<file path="src/rtl/ysyx_24100012_mem_arbiter_pkg.sv">
// Shared definitions for the IFU/LSU memory arbiter: owner codes, FSM states, fixed fetch size.
// Latency: n/a (types and constants only).
// Backpressure: n/a.
package ysyx_24100012_mem_arbiter_pkg;

    // Requester identity as stored in the owner / last-grant registers.
    localparam logic OWNER_IFU = 1'b0;
    localparam logic OWNER_LSU = 1'b1;

    // Instruction fetches are always full words.
    localparam int IFU_LEN = 4;

    // Counter width is sized for the largest legal access latency (15).
    localparam int CNT_WIDTH = 4;

    typedef enum logic [1:0] {
        S_IDLE = 2'd0,
        S_WAIT = 2'd1,
        S_RESP = 2'd2
    } state_t;

    // The requester that wins a tie: whichever did not win last time.
    function automatic logic rr_pick(input logic last_grant);
        return (last_grant == OWNER_LSU) ? OWNER_IFU : OWNER_LSU;
    endfunction

endpackage

</file>
<file path="src/rtl/ysyx_24100012_mem_arbiter_if.sv">
// Bundle of the IFU request/response, LSU request/response and RAM-side signals of the arbiter.
// Latency: n/a (wires only).
// Backpressure: valid/ready on both request and both response channels; RAM side has none.
//
// Modports:
//   slave  - the arbiter: consumes requests, produces responses, drives the RAM port.
//   master - the environment: the core's IFU/LSU plus the RAM model returning mem_dout.
interface ysyx_24100012_mem_arbiter_if #(
    parameter int ADDR_WIDTH = 32,
    parameter int DATA_WIDTH = 32
) ();

    // IFU channel (read-only)
    logic                  ifu_req_valid;
    logic                  ifu_req_ready;
    logic [ADDR_WIDTH-1:0] ifu_addr;
    logic                  ifu_resp_valid;
    logic                  ifu_resp_ready;
    logic [DATA_WIDTH-1:0] ifu_rdata;

    // LSU channel (load/store)
    logic                  lsu_req_valid;
    logic                  lsu_req_ready;
    logic [ADDR_WIDTH-1:0] lsu_addr;
    logic                  lsu_wen;
    logic [DATA_WIDTH-1:0] lsu_len;
    logic [DATA_WIDTH-1:0] lsu_wdata;
    logic                  lsu_resp_valid;
    logic                  lsu_resp_ready;
    logic [DATA_WIDTH-1:0] lsu_rdata;

    // RAM port
    logic                  mem_wen;
    logic [DATA_WIDTH-1:0] mem_length;
    logic [DATA_WIDTH-1:0] mem_din;
    logic [ADDR_WIDTH-1:0] mem_inaddr;
    logic [ADDR_WIDTH-1:0] mem_outaddr;
    logic [DATA_WIDTH-1:0] mem_dout;

    modport slave (
        input  ifu_req_valid, ifu_addr, ifu_resp_ready,
        output ifu_req_ready, ifu_resp_valid, ifu_rdata,
        input  lsu_req_valid, lsu_addr, lsu_wen, lsu_len, lsu_wdata, lsu_resp_ready,
        output lsu_req_ready, lsu_resp_valid, lsu_rdata,
        output mem_wen, mem_length, mem_din, mem_inaddr, mem_outaddr,
        input  mem_dout
    );

    modport master (
        output ifu_req_valid, ifu_addr, ifu_resp_ready,
        input  ifu_req_ready, ifu_resp_valid, ifu_rdata,
        output lsu_req_valid, lsu_addr, lsu_wen, lsu_len, lsu_wdata, lsu_resp_ready,
        input  lsu_req_ready, lsu_resp_valid, lsu_rdata,
        input  mem_wen, mem_length, mem_din, mem_inaddr, mem_outaddr,
        output mem_dout
    );

endinterface

</file>
<file path="src/rtl/ysyx_24100012_mem_arbiter_rr_arb2.sv">
// Two-input round-robin grant (IFU vs LSU) with a last-grant register.
// Latency: grant is combinational from the requests; last-grant updates on the cycle after accept.
// Backpressure: none of its own; the caller pulses accept only when the grant is actually taken.
//
// Ports: clk, rst (sync, active-high), req_ifu/req_lsu requests, accept (grant consumed),
//        gnt_vld (some request present), gnt_owner (OWNER_IFU / OWNER_LSU).
module ysyx_24100012_rr_arb2
    import ysyx_24100012_mem_arbiter_pkg::*;
(
    input  logic clk,
    input  logic rst,
    input  logic req_ifu,
    input  logic req_lsu,
    input  logic accept,
    output logic gnt_vld,
    output logic gnt_owner
);

    logic last_grant_q;
    logic last_grant_d;

    always_comb begin
        gnt_vld   = req_ifu | req_lsu;
        gnt_owner = OWNER_IFU;
        if (req_ifu && req_lsu) begin
            gnt_owner = rr_pick(last_grant_q);
        end else if (req_lsu) begin
            gnt_owner = OWNER_LSU;
        end

        last_grant_d = last_grant_q;
        if (accept) begin
            last_grant_d = gnt_owner;
        end
    end

    // Reset to LSU so that the IFU wins the very first tie.
    always_ff @(posedge clk) begin
        if (rst) begin
            last_grant_q <= OWNER_LSU;
        end else begin
            last_grant_q <= last_grant_d;
        end
    end

endmodule

</file>
<file path="src/rtl/ysyx_24100012_mem_arbiter.sv">
// Shares one combinational-read RAM port between IFU fetches and LSU loads/stores.
// Latency: request accepted at cycle t -> RAM access at t+LATENCY -> resp_valid from t+LATENCY+1.
// Backpressure: one access in flight; req_ready only in IDLE, response held until resp_ready.
//
// Ports: clk, rst (sync, active-high), bus (slave modport: IFU/LSU request+response channels
//        and the RAM port mem_wen/mem_length/mem_din/mem_inaddr/mem_outaddr/mem_dout).
// LATENCY must lie in 1..15.
module ysyx_24100012_mem_arbiter
    import ysyx_24100012_mem_arbiter_pkg::*;
#(
    parameter int ADDR_WIDTH = 32,
    parameter int DATA_WIDTH = 32,
    parameter int LATENCY    = 1
) (
    input  logic                         clk,
    input  logic                         rst,
    ysyx_24100012_mem_arbiter_if.slave   bus
);

    localparam logic [CNT_WIDTH-1:0] LAT_M1 = CNT_WIDTH'(LATENCY - 1);

    state_t                state_q,         state_d;
    logic [CNT_WIDTH-1:0]  cnt_q,           cnt_d;
    logic                  owner_q,         owner_d;
    logic [ADDR_WIDTH-1:0] addr_q,          addr_d;
    logic                  wen_q,           wen_d;
    logic [DATA_WIDTH-1:0] len_q,           len_d;
    logic [DATA_WIDTH-1:0] wdata_q,         wdata_d;
    logic                  mem_wen_q,       mem_wen_d;
    logic                  ifu_resp_vld_q,  ifu_resp_vld_d;
    logic                  lsu_resp_vld_q,  lsu_resp_vld_d;
    logic [DATA_WIDTH-1:0] ifu_rdata_q,     ifu_rdata_d;
    logic [DATA_WIDTH-1:0] lsu_rdata_q,     lsu_rdata_d;

    logic gnt_vld;
    logic gnt_owner;
    logic accept;
    logic resp_done;

    // A grant is only taken while idle; the arbiter's last-grant moves with it.
    assign accept = (state_q == S_IDLE) && gnt_vld;

    ysyx_24100012_rr_arb2 u_arb (
        .clk       (clk),
        .rst       (rst),
        .req_ifu   (bus.ifu_req_valid),
        .req_lsu   (bus.lsu_req_valid),
        .accept    (accept),
        .gnt_vld   (gnt_vld),
        .gnt_owner (gnt_owner)
    );

    assign bus.ifu_req_ready = accept && (gnt_owner == OWNER_IFU);
    assign bus.lsu_req_ready = accept && (gnt_owner == OWNER_LSU);

    assign resp_done = (owner_q == OWNER_IFU) ? (ifu_resp_vld_q && bus.ifu_resp_ready)
                                              : (lsu_resp_vld_q && bus.lsu_resp_ready);

    always_comb begin
        state_d        = state_q;
        cnt_d          = cnt_q;
        owner_d        = owner_q;
        addr_d         = addr_q;
        wen_d          = wen_q;
        len_d          = len_q;
        wdata_d        = wdata_q;
        mem_wen_d      = 1'b0;
        ifu_resp_vld_d = ifu_resp_vld_q;
        lsu_resp_vld_d = lsu_resp_vld_q;
        ifu_rdata_d    = ifu_rdata_q;
        lsu_rdata_d    = lsu_rdata_q;

        unique case (state_q)
            S_IDLE: begin
                if (accept) begin
                    owner_d = gnt_owner;
                    cnt_d   = LAT_M1;
                    state_d = S_WAIT;
                    if (gnt_owner == OWNER_IFU) begin
                        addr_d  = bus.ifu_addr;
                        wen_d   = 1'b0;
                        len_d   = DATA_WIDTH'(IFU_LEN);
                        wdata_d = '0;
                    end else begin
                        addr_d  = bus.lsu_addr;
                        wen_d   = bus.lsu_wen;
                        len_d   = bus.lsu_len;
                        wdata_d = bus.lsu_wdata;
                    end
                    // With LATENCY == 1 the very next cycle is the access cycle,
                    // so the write strobe has to be armed right here.
                    mem_wen_d = (LAT_M1 == '0) && wen_d;
                end
            end

            S_WAIT: begin
                if (cnt_q == '0) begin
                    // Access cycle: the RAM read is combinational, capture it now.
                    state_d = S_RESP;
                    if (owner_q == OWNER_IFU) begin
                        ifu_rdata_d    = bus.mem_dout;
                        ifu_resp_vld_d = 1'b1;
                    end else begin
                        lsu_rdata_d    = wen_q ? '0 : bus.mem_dout;
                        lsu_resp_vld_d = 1'b1;
                    end
                end else begin
                    cnt_d = cnt_q - 1'b1;
                    // Arm the registered strobe one cycle ahead so it is high
                    // during exactly the cycle where the counter reads zero.
                    mem_wen_d = (cnt_q == CNT_WIDTH'(1)) && wen_q;
                end
            end

            S_RESP: begin
                if (resp_done) begin
                    // No new grant this cycle: ready is only raised from IDLE.
                    state_d        = S_IDLE;
                    ifu_resp_vld_d = 1'b0;
                    lsu_resp_vld_d = 1'b0;
                end
            end

            default: begin
                state_d = S_IDLE;
            end
        endcase
    end

    always_ff @(posedge clk) begin
        if (rst) begin
            state_q        <= S_IDLE;
            cnt_q          <= '0;
            owner_q        <= OWNER_IFU;
            addr_q         <= '0;
            wen_q          <= 1'b0;
            len_q          <= '0;
            wdata_q        <= '0;
            mem_wen_q      <= 1'b0;
            ifu_resp_vld_q <= 1'b0;
            lsu_resp_vld_q <= 1'b0;
            ifu_rdata_q    <= '0;
            lsu_rdata_q    <= '0;
        end else begin
            state_q        <= state_d;
            cnt_q          <= cnt_d;
            owner_q        <= owner_d;
            addr_q         <= addr_d;
            wen_q          <= wen_d;
            len_q          <= len_d;
            wdata_q        <= wdata_d;
            mem_wen_q      <= mem_wen_d;
            ifu_resp_vld_q <= ifu_resp_vld_d;
            lsu_resp_vld_q <= lsu_resp_vld_d;
            ifu_rdata_q    <= ifu_rdata_d;
            lsu_rdata_q    <= lsu_rdata_d;
        end
    end

    // RAM inputs come straight from the latches so the combinational read
    // sees stable values for the whole transaction.
    assign bus.mem_wen     = mem_wen_q;
    assign bus.mem_length  = len_q;
    assign bus.mem_din     = wdata_q;
    assign bus.mem_inaddr  = addr_q;
    assign bus.mem_outaddr = addr_q;

    assign bus.ifu_resp_valid = ifu_resp_vld_q;
    assign bus.ifu_rdata      = ifu_rdata_q;
    assign bus.lsu_resp_valid = lsu_resp_vld_q;
    assign bus.lsu_rdata      = lsu_rdata_q;

endmodule

</file>
<file path="src/flat_wrapper.sv">
// flat-port wrapper written by rule: the top's interface ports become plain ports
module ysyx_24100012_mem_arbiter_flat import ysyx_24100012_mem_arbiter_pkg::*;
#(
    parameter int ADDR_WIDTH = 32,
    parameter int DATA_WIDTH = 32,
    parameter int LATENCY    = 1
)
  (clk, rst, bus_ifu_req_valid, bus_ifu_addr, bus_ifu_resp_ready, bus_ifu_req_ready, bus_ifu_resp_valid, bus_ifu_rdata, bus_lsu_req_valid, bus_lsu_addr, bus_lsu_wen, bus_lsu_len, bus_lsu_wdata, bus_lsu_resp_ready, bus_lsu_req_ready, bus_lsu_resp_valid, bus_lsu_rdata, bus_mem_wen, bus_mem_length, bus_mem_din, bus_mem_inaddr, bus_mem_outaddr, bus_mem_dout);
  ysyx_24100012_mem_arbiter_if #(.ADDR_WIDTH(ADDR_WIDTH), .DATA_WIDTH(DATA_WIDTH)) bus_i ();
  input  logic clk;
  input  logic rst;
  input wire logic [$bits(bus_i.ifu_req_valid)-1:0] bus_ifu_req_valid;
  input wire logic [$bits(bus_i.ifu_addr)-1:0] bus_ifu_addr;
  input wire logic [$bits(bus_i.ifu_resp_ready)-1:0] bus_ifu_resp_ready;
  output wire logic [$bits(bus_i.ifu_req_ready)-1:0] bus_ifu_req_ready;
  output wire logic [$bits(bus_i.ifu_resp_valid)-1:0] bus_ifu_resp_valid;
  output wire logic [$bits(bus_i.ifu_rdata)-1:0] bus_ifu_rdata;
  input wire logic [$bits(bus_i.lsu_req_valid)-1:0] bus_lsu_req_valid;
  input wire logic [$bits(bus_i.lsu_addr)-1:0] bus_lsu_addr;
  input wire logic [$bits(bus_i.lsu_wen)-1:0] bus_lsu_wen;
  input wire logic [$bits(bus_i.lsu_len)-1:0] bus_lsu_len;
  input wire logic [$bits(bus_i.lsu_wdata)-1:0] bus_lsu_wdata;
  input wire logic [$bits(bus_i.lsu_resp_ready)-1:0] bus_lsu_resp_ready;
  output wire logic [$bits(bus_i.lsu_req_ready)-1:0] bus_lsu_req_ready;
  output wire logic [$bits(bus_i.lsu_resp_valid)-1:0] bus_lsu_resp_valid;
  output wire logic [$bits(bus_i.lsu_rdata)-1:0] bus_lsu_rdata;
  output wire logic [$bits(bus_i.mem_wen)-1:0] bus_mem_wen;
  output wire logic [$bits(bus_i.mem_length)-1:0] bus_mem_length;
  output wire logic [$bits(bus_i.mem_din)-1:0] bus_mem_din;
  output wire logic [$bits(bus_i.mem_inaddr)-1:0] bus_mem_inaddr;
  output wire logic [$bits(bus_i.mem_outaddr)-1:0] bus_mem_outaddr;
  input wire logic [$bits(bus_i.mem_dout)-1:0] bus_mem_dout;
  assign bus_i.ifu_req_valid = bus_ifu_req_valid;
  assign bus_i.ifu_addr = bus_ifu_addr;
  assign bus_i.ifu_resp_ready = bus_ifu_resp_ready;
  assign bus_ifu_req_ready = bus_i.ifu_req_ready;
  assign bus_ifu_resp_valid = bus_i.ifu_resp_valid;
  assign bus_ifu_rdata = bus_i.ifu_rdata;
  assign bus_i.lsu_req_valid = bus_lsu_req_valid;
  assign bus_i.lsu_addr = bus_lsu_addr;
  assign bus_i.lsu_wen = bus_lsu_wen;
  assign bus_i.lsu_len = bus_lsu_len;
  assign bus_i.lsu_wdata = bus_lsu_wdata;
  assign bus_i.lsu_resp_ready = bus_lsu_resp_ready;
  assign bus_lsu_req_ready = bus_i.lsu_req_ready;
  assign bus_lsu_resp_valid = bus_i.lsu_resp_valid;
  assign bus_lsu_rdata = bus_i.lsu_rdata;
  assign bus_mem_wen = bus_i.mem_wen;
  assign bus_mem_length = bus_i.mem_length;
  assign bus_mem_din = bus_i.mem_din;
  assign bus_mem_inaddr = bus_i.mem_inaddr;
  assign bus_mem_outaddr = bus_i.mem_outaddr;
  assign bus_i.mem_dout = bus_mem_dout;
  ysyx_24100012_mem_arbiter #(.ADDR_WIDTH(ADDR_WIDTH), .DATA_WIDTH(DATA_WIDTH), .LATENCY(LATENCY)) u_core (.clk(clk), .rst(rst), .bus(bus_i));
endmodule
</file>
<file path="config.mk">
export PLATFORM = sky130hd
export DESIGN_NAME = ysyx_24100012_mem_arbiter_flat
export DESIGN_NICKNAME = d
export VERILOG_FILES = /design/src/rtl/ysyx_24100012_mem_arbiter_pkg.sv /design/src/rtl/ysyx_24100012_mem_arbiter_if.sv /design/src/rtl/ysyx_24100012_mem_arbiter_rr_arb2.sv /design/src/rtl/ysyx_24100012_mem_arbiter.sv /design/src/flat_wrapper.sv
export SDC_FILE = /design/constraint.sdc
export NUM_CORES = 1
export LEC_CHECK = 0
export ABC_AREA = 1
export BUFFER_PORTS_ARGS = -buffer_cell sky130_fd_sc_hd__buf_2
export CAP_MARGIN = 30
export CORE_AREA = 4 4 140 142
export DETAILED_ROUTE_END_ITERATION = 12
export DIE_AREA = 0 0 144 146
export PLACE_DENSITY = 0.68
export SLEW_MARGIN = 20
export SYNTH_ARGS = -nofsm -noshare
export SYNTH_HDL_FRONTEND = slang
export SYNTH_SLANG_ARGS = --single-unit
</file>
<file path="constraint.sdc">
create_clock -name clk -period 1.5 [get_ports clk]
set_input_delay 0.375 -clock clk [delete_from_list [all_inputs] [get_ports clk]]
set_output_delay 0.375 -clock clk [all_outputs]
set_load 0.005 [all_outputs]
</file>
==> qor.csv, run 1 <==
stage;metric;value;unit
outcome;outcome;finished, violations left;
outcome;failing checks;setup timing;
hold_path;HP Class;in -> reg;
sta;Final Hold Viols;0;
floorplanning;Die Wd;144;um
logic_synthesis;top cell type's share of synthesized area;50.8;%
placement;Post-DP HPWL;16.4;mm
logic_synthesis;Post-Synthesis Cell Area;6780;sq um
placement;placement-stage worst setup slack;0.0452;ns
detailed_routing;post-route DRC violation count;0;
setup_path;Req. time, crit path;1.12;ns
floorplanning;die height;146;um
cells_and_area;Syn-to-layout area delta;40.4;%
setup_path;Setup crit start kind;register;
grt;vias in the first global route;6462;
sta;Worst-Margin Slew;0.307;ns
grt;pin count of the biggest net entering global routing;73;
grt;initial antenna violation count;1;
clocking;H-tree depth;4;
sta;fmax;615;MHz
floorplanning;starting density of the core;36.7;%
setup_path;Worst Path Arrival;1.25;ns
sta;Worst Slack Setup Final;-0.126;ns
detailed_routing;WL final;23.1;mm
logic_synthesis;top_reg_cell synth;dfxtp_1;
logic_synthesis;sequential-to-total area share from yosys stat;50.8;%
job;Max-Cap Viols;0;
floorplanning;die area;21000;sq um
logic_synthesis;largest cells by area after synthesis;dfxtp_1 51%, nand2_1 13%, nand3_1 12%;
sta;Slew headroom;79.5;%
detailed_routing;drt pass-1 iters;4;
setup_path;crit-path cells;nand2_1, nand2_2, buf_6, nor2_4, buf_2;
grt;Total Routing Usage GR;20.2;%
setup_path;Worst path max stage delay;0.32;ns
setup_path;CP max stage cell;dfxtp_2;
cells_and_area;FILL cells;1806;
setup_path;Critical Path Sink Type;output pin;
sta;Min Hold Slack;0.167;ns
detailed_routing;DR WL/cell;15.9;um
sta;Tcrit/Tclk final;108;%
logic_synthesis;Synth area leader;dfxtp_1;
detailed_routing;initial DRC count;331;
cells_and_area;share of post-route cells with drive strength above 1;39.2;%
placement;Port Buffers;363;
clocking;TritonCTS Buffers;17;
logic_synthesis;Yosys reg bits;172;
clocking;CTS tree;built;
logic_synthesis;Post-synth EDFFs;0;
floorplanning;IO Count;364;
detailed_routing;via/cell ratio;4.84;
logic_synthesis;Synth Area per Inst;7.71;sq um
power_and_ir_drop;peak supply drop;0.822;mV
clocking;Clock Path Buffers;2;
placement;Routability Congestion;0.857;
power_and_ir_drop;Leak;4.96;nW
logic_synthesis;Cells after Synth;879;
clocking;clock latency on the worst-skew pair;0.42;ns
sta;Fin Clk Skew;0.0105;ns
cells_and_area;ant diodes;0;
floorplanning;core area;18500;sq um
logic_synthesis;syn_nets;1048;
sta;minimum clock period;1.63;ns
logic_synthesis;yosys warns;0;
clocking;Sink Count;172;
clocking;root buffer cell;clkbuf_16;
sta;Final Setup Violations;26;
sta;RSZ-0062 raised after global routing;true;
cells_and_area;Final Net Count;1375;
power_and_ir_drop;PwrDens;1590;nW/um^2
grt;GRT overflow;0;
setup_path;Worst Path Buf+Inv;2;
grt;first-pass GRT wire length;34.1;mm
logic_synthesis;Post-synth ARST share;0;%
detailed_routing;Final ANT Viol Nets;0;
logic_synthesis;Yosys cell types;24;
detailed_routing;via count;7035;
setup_path;largest fanout on the critical path;3;
logic_synthesis;Commonest cells post-synth;234 x nand2_1, 172 x dfxtp_1, 157 x nand3_1, 70 x nor2_1, 66 x o21ai_0;
clocking;clk slew on worst S/H paths;0.07;ns
setup_path;kind of critical path;reg -> out;
setup_path;CP top delay family;flip-flops;
floorplanning;row count;50;
sta;Slew Limit Fails;0;
logic_synthesis;most common cell in the netlist;nand2_1;
-- where the power goes --
part	internal (mW)	switching, mW
Combinational	2.02	2.75
Clock	2.37	2.06
Sequential	5.41	0.531
-- state kept, by name, indices dropped and copies added, names as in the netlist --
| register | flops |
|---|---|
| u_core.bus.ifu_rdata | 32 |
| u_core.bus.lsu_rdata | 32 |
| u_core.bus.mem_din | 32 |
| u_core.bus.mem_inaddr | 32 |
| u_core.bus.mem_length | 32 |
| u_core.cnt_q | 4 |
| u_core.state_q | 2 |
| u_core.bus.ifu_resp_valid | 1 |
| u_core.bus.lsu_resp_valid | 1 |
| u_core.bus.mem_wen | 1 |
| u_core.owner_q | 1 |
| u_core.u_arb.last_grant_q | 1 |
| u_core.wen_q | 1 |
-- repair_timing --
action,4_1_cts,5_1_grt
buffers inserted,4,4
gates resized for setup,7,37
endpoints found under the setup margin,2,62
hold endpoints to repair,0,0
hold buffers,0,0
cloned,0,4
pin swaps,4,9
-- layout make-up --
type	instances	area (sq um)	share of cell area, %
sequential	172	3450	36.2
multi-input combinational	597	2790	29.4
timing repair buffer	403	2340	24.5
clock buffer	18	429	4.51
tap	234	293	3.08
clock inverter	14	155	1.63
inverter	15	63.8	0.670
-- layout by cell type (no fill, tap or decap), types with 2 or more instances in the layout --
cell type / netlist / routed
clkinvlp_4: 0 / 2
buf_12: 0 / 11
inv_2: 4 / 5
buf_2: 23 / 362
inv_4: 0 / 3
nor2_2: 2 / 3
inv_6: 0 / 4
nor2_1: 70 / 66
dfxtp_1: 172 / 169
buf_4: 34 / 21
o22ai_1: 2 / 2
dfxtp_2: 0 / 3
nand3_1: 157 / 151
nand2_1: 234 / 232
o21ai_0: 66 / 65
nand3_2: 0 / 6
inv_1: 10 / 6
nand2_2: 2 / 3
a21oi_1: 54 / 45
inv_8: 0 / 4
clkbuf_16: 0 / 20
a21oi_2: 0 / 9
nor2_4: 4 / 7
buf_6: 12 / 5
-- final timing paths --
| path | slack (ns) | start | end | cells past startpoint |
|---|---|---|---|---|
| worst max register to register | -0.06 | u_core.state_q[0]$_SDFFE_PP0P_ | u_core.bus.lsu_rdata[5]$_SDFFE_PP0P_ | 8 |
| worst min register to register | 0.45 | u_core.bus.mem_length[31]$_SDFFE_PP0P_ | u_core.bus.mem_length[31]$_SDFFE_PP0P_ | 2 |
| worst min-delay path | 0.17 | bus_lsu_wdata[1] | u_core.bus.mem_din[1]$_SDFFE_PP0P_ | 3 |
| worst max-delay path | -0.13 | u_core.u_arb.last_grant_q$_SDFFE_PP1N_ | bus_lsu_req_ready | 5 |
-- kinds of logic (layout without fill, tap and decap cells) --
logic type	after synthesis	count (layout)	synth area share, %
simple gates	472	472	29.8
flops	172	172	50.8
compound gates	123	123	9.17
buf+inv	110	450	9.89
fa+ha+maj	2	2	0.369
-- tightest hold or removal path: stages --
cell     delay (ns)
buf_2          0.08
nand3_1        0.06
nand2_1        0.05
-- metal layers --
layer	share of wire [%]	track usage [%]
met1	39	23.9
met2	50	34.8
met3	8.9	6.70
met4	1.7	5.41
met5	0.056	0
-- per-stage QoR --
step	utilization [%]	instance area (sq um)	power [mW]	TNS (ns)	std cells
after floorplan	-	6780	8.52	0	879
after global placement	46.8	8630	10.4	0	1410
after detailed placement	46.8	8630	10.4	0	1410
after CTS	50.2	9260	15.0	-0.313	1445
after global routing	51.6	9520	16.1	-4.41	1453
final	51.6	9520	15.1	-0.773	1453
(Power assumes the default switching activity.)
==> inputs of run 2 (changes only) <==
Settings changed: BUFFER_PORTS_ARGS -buffer_cell sky130_fd_sc_hd__buf_2 to -buffer_cell sky130_fd_sc_hd__buf_4.
==> run 2 against run 1 <==
  * The flow still finishes with violations (setup timing)
  * Clock skew shrank 0.00095 ns
  * Count of clock-buffer cells in the layout increased by 1
  * Global-route usage grew 0.90 points
  * Combinational power grew 12%
  * Critical path type unchanged
  * Critical endpoint is now bus_ifu_req_ready
  * Largest cell class unchanged
  * Largest power group unchanged
  * Highest routed layer is now met4
==> qor.csv, run 2 (synthesized netlist as in run 1, its figures left out) <==
stage;metric;value;unit;change
grt;first-pass GRT wire length;35.5;mm;+3.9%
grt;Total Routing Usage GR;21.1;%;+0.90 points
cells_and_area;most frequent cells in the layout;390 x buf_4, 232 x nand2_1, 169 x dfxtp_1;;
power_and_ir_drop;PwrDens;1530;nW/um^2;-3.8%
grt;vias in the first global route;6507;;+0.70%
detailed_routing;top layer in use;met4;;
setup_path;Worst Path Buf+Inv;1;;-1
setup_path;FF-to-FF setup slack;0.09;ns;+0.15 ns
setup_path;most used cell, CP;nor2_4;;
floorplanning;starting density of the core;36.7;%;unchanged
hold_path;hold_sp;bus_lsu_len[9];;
detailed_routing;initial DRC count;286;;-14%
sta;Slew headroom;62.4;%;-17 points
clocking;TritonCTS Buffers;17;;unchanged
sta;fmax;623;MHz;+1.3%
placement;Port Buffers;363;;unchanged
placement;Post-DP HPWL;17.5;mm;+6.5%
floorplanning;row count;50;;unchanged
clocking;Sink Count;172;;unchanged
setup_path;crit path from;u_core.state_q[1]$_SDFFE_PP0P_;;
floorplanning;IO Count;364;;unchanged
sta;Final Setup Violations;2;;-92%
floorplanning;die area;21000;sq um;unchanged
grt;GRT overflow;0;;unchanged
setup_path;Worst Path Arrival;1.23;ns;-0.02 ns
hold_path;Hold EP;u_core.bus.mem_length[9]$_SDFFE_PP0P_;;
detailed_routing;WL final;23.6;mm;+2.3%
floorplanning;Die Wd;144;um;unchanged
grt;pin count of the biggest net entering global routing;73;;unchanged
sta;Tcrit/Tclk final;107;%;-1.4 points
setup_path;worst r2r path cells;7;;-1
setup_path;crit-path cells;nor2_4, o21ai_4, nor2_4, buf_6;;
setup_path;kind of critical path;reg -> out;;
setup_path;CP max stage cell;dfxtp_2;;
setup_path;Worst path max stage delay;0.34;ns;+0.02 ns
cells_and_area;commonest non-fill, non-tap cell in the layout;buf_4;;
sta;Final Hold Viols;0;;unchanged
sta;Worst Slack Setup Final;-0.105;ns;+0.0215 ns
setup_path;Reg-to-Reg Start;u_core.state_q[1]$_SDFFE_PP0P_;;
clocking;Hold-fix buffers, CTS;0;;unchanged
sta;Slew Limit Fails;0;;unchanged
detailed_routing;via count;6926;;-1.5%
cells_and_area;FILL cells;1787;;-1.1%
detailed_routing;via/cell ratio;4.75;;-1.8%
placement;dpl cells;1417;;+0.50%
clocking;clk slew on worst S/H paths;0.07;ns;about the same
detailed_routing;DR WL/cell;16.2;um;+2.1%
clocking;CTS tree;built;;
cells_and_area;ant diodes;0;;unchanged
clocking;H-tree depth;4;;unchanged
sta;minimum clock period;1.60;ns;-0.0215 ns
grt;initial antenna violation count;0;;-1
hold_path;hold depth;3;;unchanged
sta;Fin Clk Skew;0.00954;ns;-0.000951 ns
outcome;failing checks;setup timing;;
cells_and_area;share of post-route cells with drive strength above 1;37.8;%;-1.4 points
power_and_ir_drop;Tot Pwr;15.9;mW;+4.7%
clocking;root buffer cell;clkbuf_16;;
setup_path;CP top delay family;flip-flops;;
cells_and_area;fin area;10400;sq um;+8.8%
setup_path;Reg-to-Reg End;u_core.bus.lsu_rdata[28]$_SDFFE_PP0P_;;
placement;Routability Congestion;0.860;;+0.35%
sta;Worst-Margin Slew;0.563;ns;+0.256 ns
setup_path;Setup crit start kind;register;;
floorplanning;core area;18500;sq um;unchanged
detailed_routing;met3 wire len;2.10;mm;+1.6%
detailed_routing;drt pass-1 iters;4;;unchanged
power_and_ir_drop;Leak;5.13;nW;+3.4%
clocking;clock latency on the worst-skew pair;0.42;ns;about the same
detailed_routing;WL met1;9.23;mm;+1.4%
clocking;Clock Path Buffers;2;;unchanged
detailed_routing;WL met2;11.8;mm;+2.6%
sta;Min Hold Slack;0.166;ns;-0.000435 ns
detailed_routing;Final ANT Viol Nets;0;;unchanged
sta;RSZ-0062 raised after global routing;true;;
cells_and_area;Final Net Count;1379;;+0.29%
cells_and_area;Layout Cells excl Fill;1457;;+0.28%
power_and_ir_drop;peak supply drop;1.01;mV;+23%
floorplanning;die height;146;um;unchanged
cells_and_area;Syn-to-layout area delta;52.7;%;
placement;placement-stage worst setup slack;-0.00994;ns;-0.0551 ns
detailed_routing;post-route DRC violation count;0;;unchanged
setup_path;Critical Path Sink Type;output pin;;
job;Max-Cap Viols;0;;unchanged
setup_path;Req. time, crit path;1.12;ns;about the same
setup_path;largest fanout on the critical path;4;;+1
placement;Placement Cell Area;9580;sq um;+11%
outcome;outcome;finished, violations left;;
hold_path;HP Class;in -> reg;;
## run 2: layout make-up
| cell class | instances | area, sq um | area share (%) |
|---|---|---|---|
| flip-flops and latches | 172 | 3450 | 33.3 |
| clock inverters | 13 | 153 | 1.47 |
| well taps | 234 | 293 | 2.83 |
| clock buffers | 19 | 453 | 4.37 |
| inverters | 15 | 66.3 | 0.640 |
| repair buffers | 407 | 3240 | 31.3 |
| multi-input cells | 597 | 2700 | 26.1 |
## run 2: worst max-delay path by stage
stage                     cells after the start                                      to
final                                         4                       bus_ifu_req_ready
after global routing                          4                       bus_ifu_req_ready
after CTS                                     4                       bus_ifu_req_ready
after detailed placement                      8  u_core.bus.mem_inaddr[19]$_SDFFE_PP0P_
after global placement                        8  u_core.bus.mem_length[28]$_SDFFE_PP0P_
after floorplan                               6                       bus_lsu_req_ready
## run 2: metal layers
layer  track usage [%]  vias up
met5                 0        -
met4              6.59        0
met3              6.90       34
met2              35.8      240
met1              25.1     3147
li1                  -     3505
## run 2: worst register-to-register path: stages, from the launching register on
cell and delay, ns:
dfxtp_2 0.34, buf_4 0.14, nor2_4 0.14, nand2_2 0.11
nor2_4 0.24, buf_12 0.18, nand3_1 0.09, a21oi_1 0.12
## run 2: timing repair
| action | 4_1_cts | 5_1_grt |
|---|---|---|
| gates resized for setup | 7 | 14 |
| buffers inserted | 4 | 3 |
| setup endpoints to repair | 39 | 51 |
| pin swaps | 3 | 5 |
| cloned | 0 | 2 |
## run 2: metrics by stage
step | util, % | TNS, ns
2_1_floorplan | - | 0
3_3_place_gp | 51.9 | -0.0295
3_5_place_dp | 51.9 | -0.0153
4_1_cts | 55.5 | -0.348
5_1_grt | 56.1 | -0.359
6_report | 56.1 | -0.204
## run 2: report_power, final
part | internal (mW) | switching [mW] | total, mW
Clock | 2.59 | 1.94 | 4.53
Sequential | 5.42 | 0.560 | 5.98
Combinational | 2.63 | 2.71 | 5.35
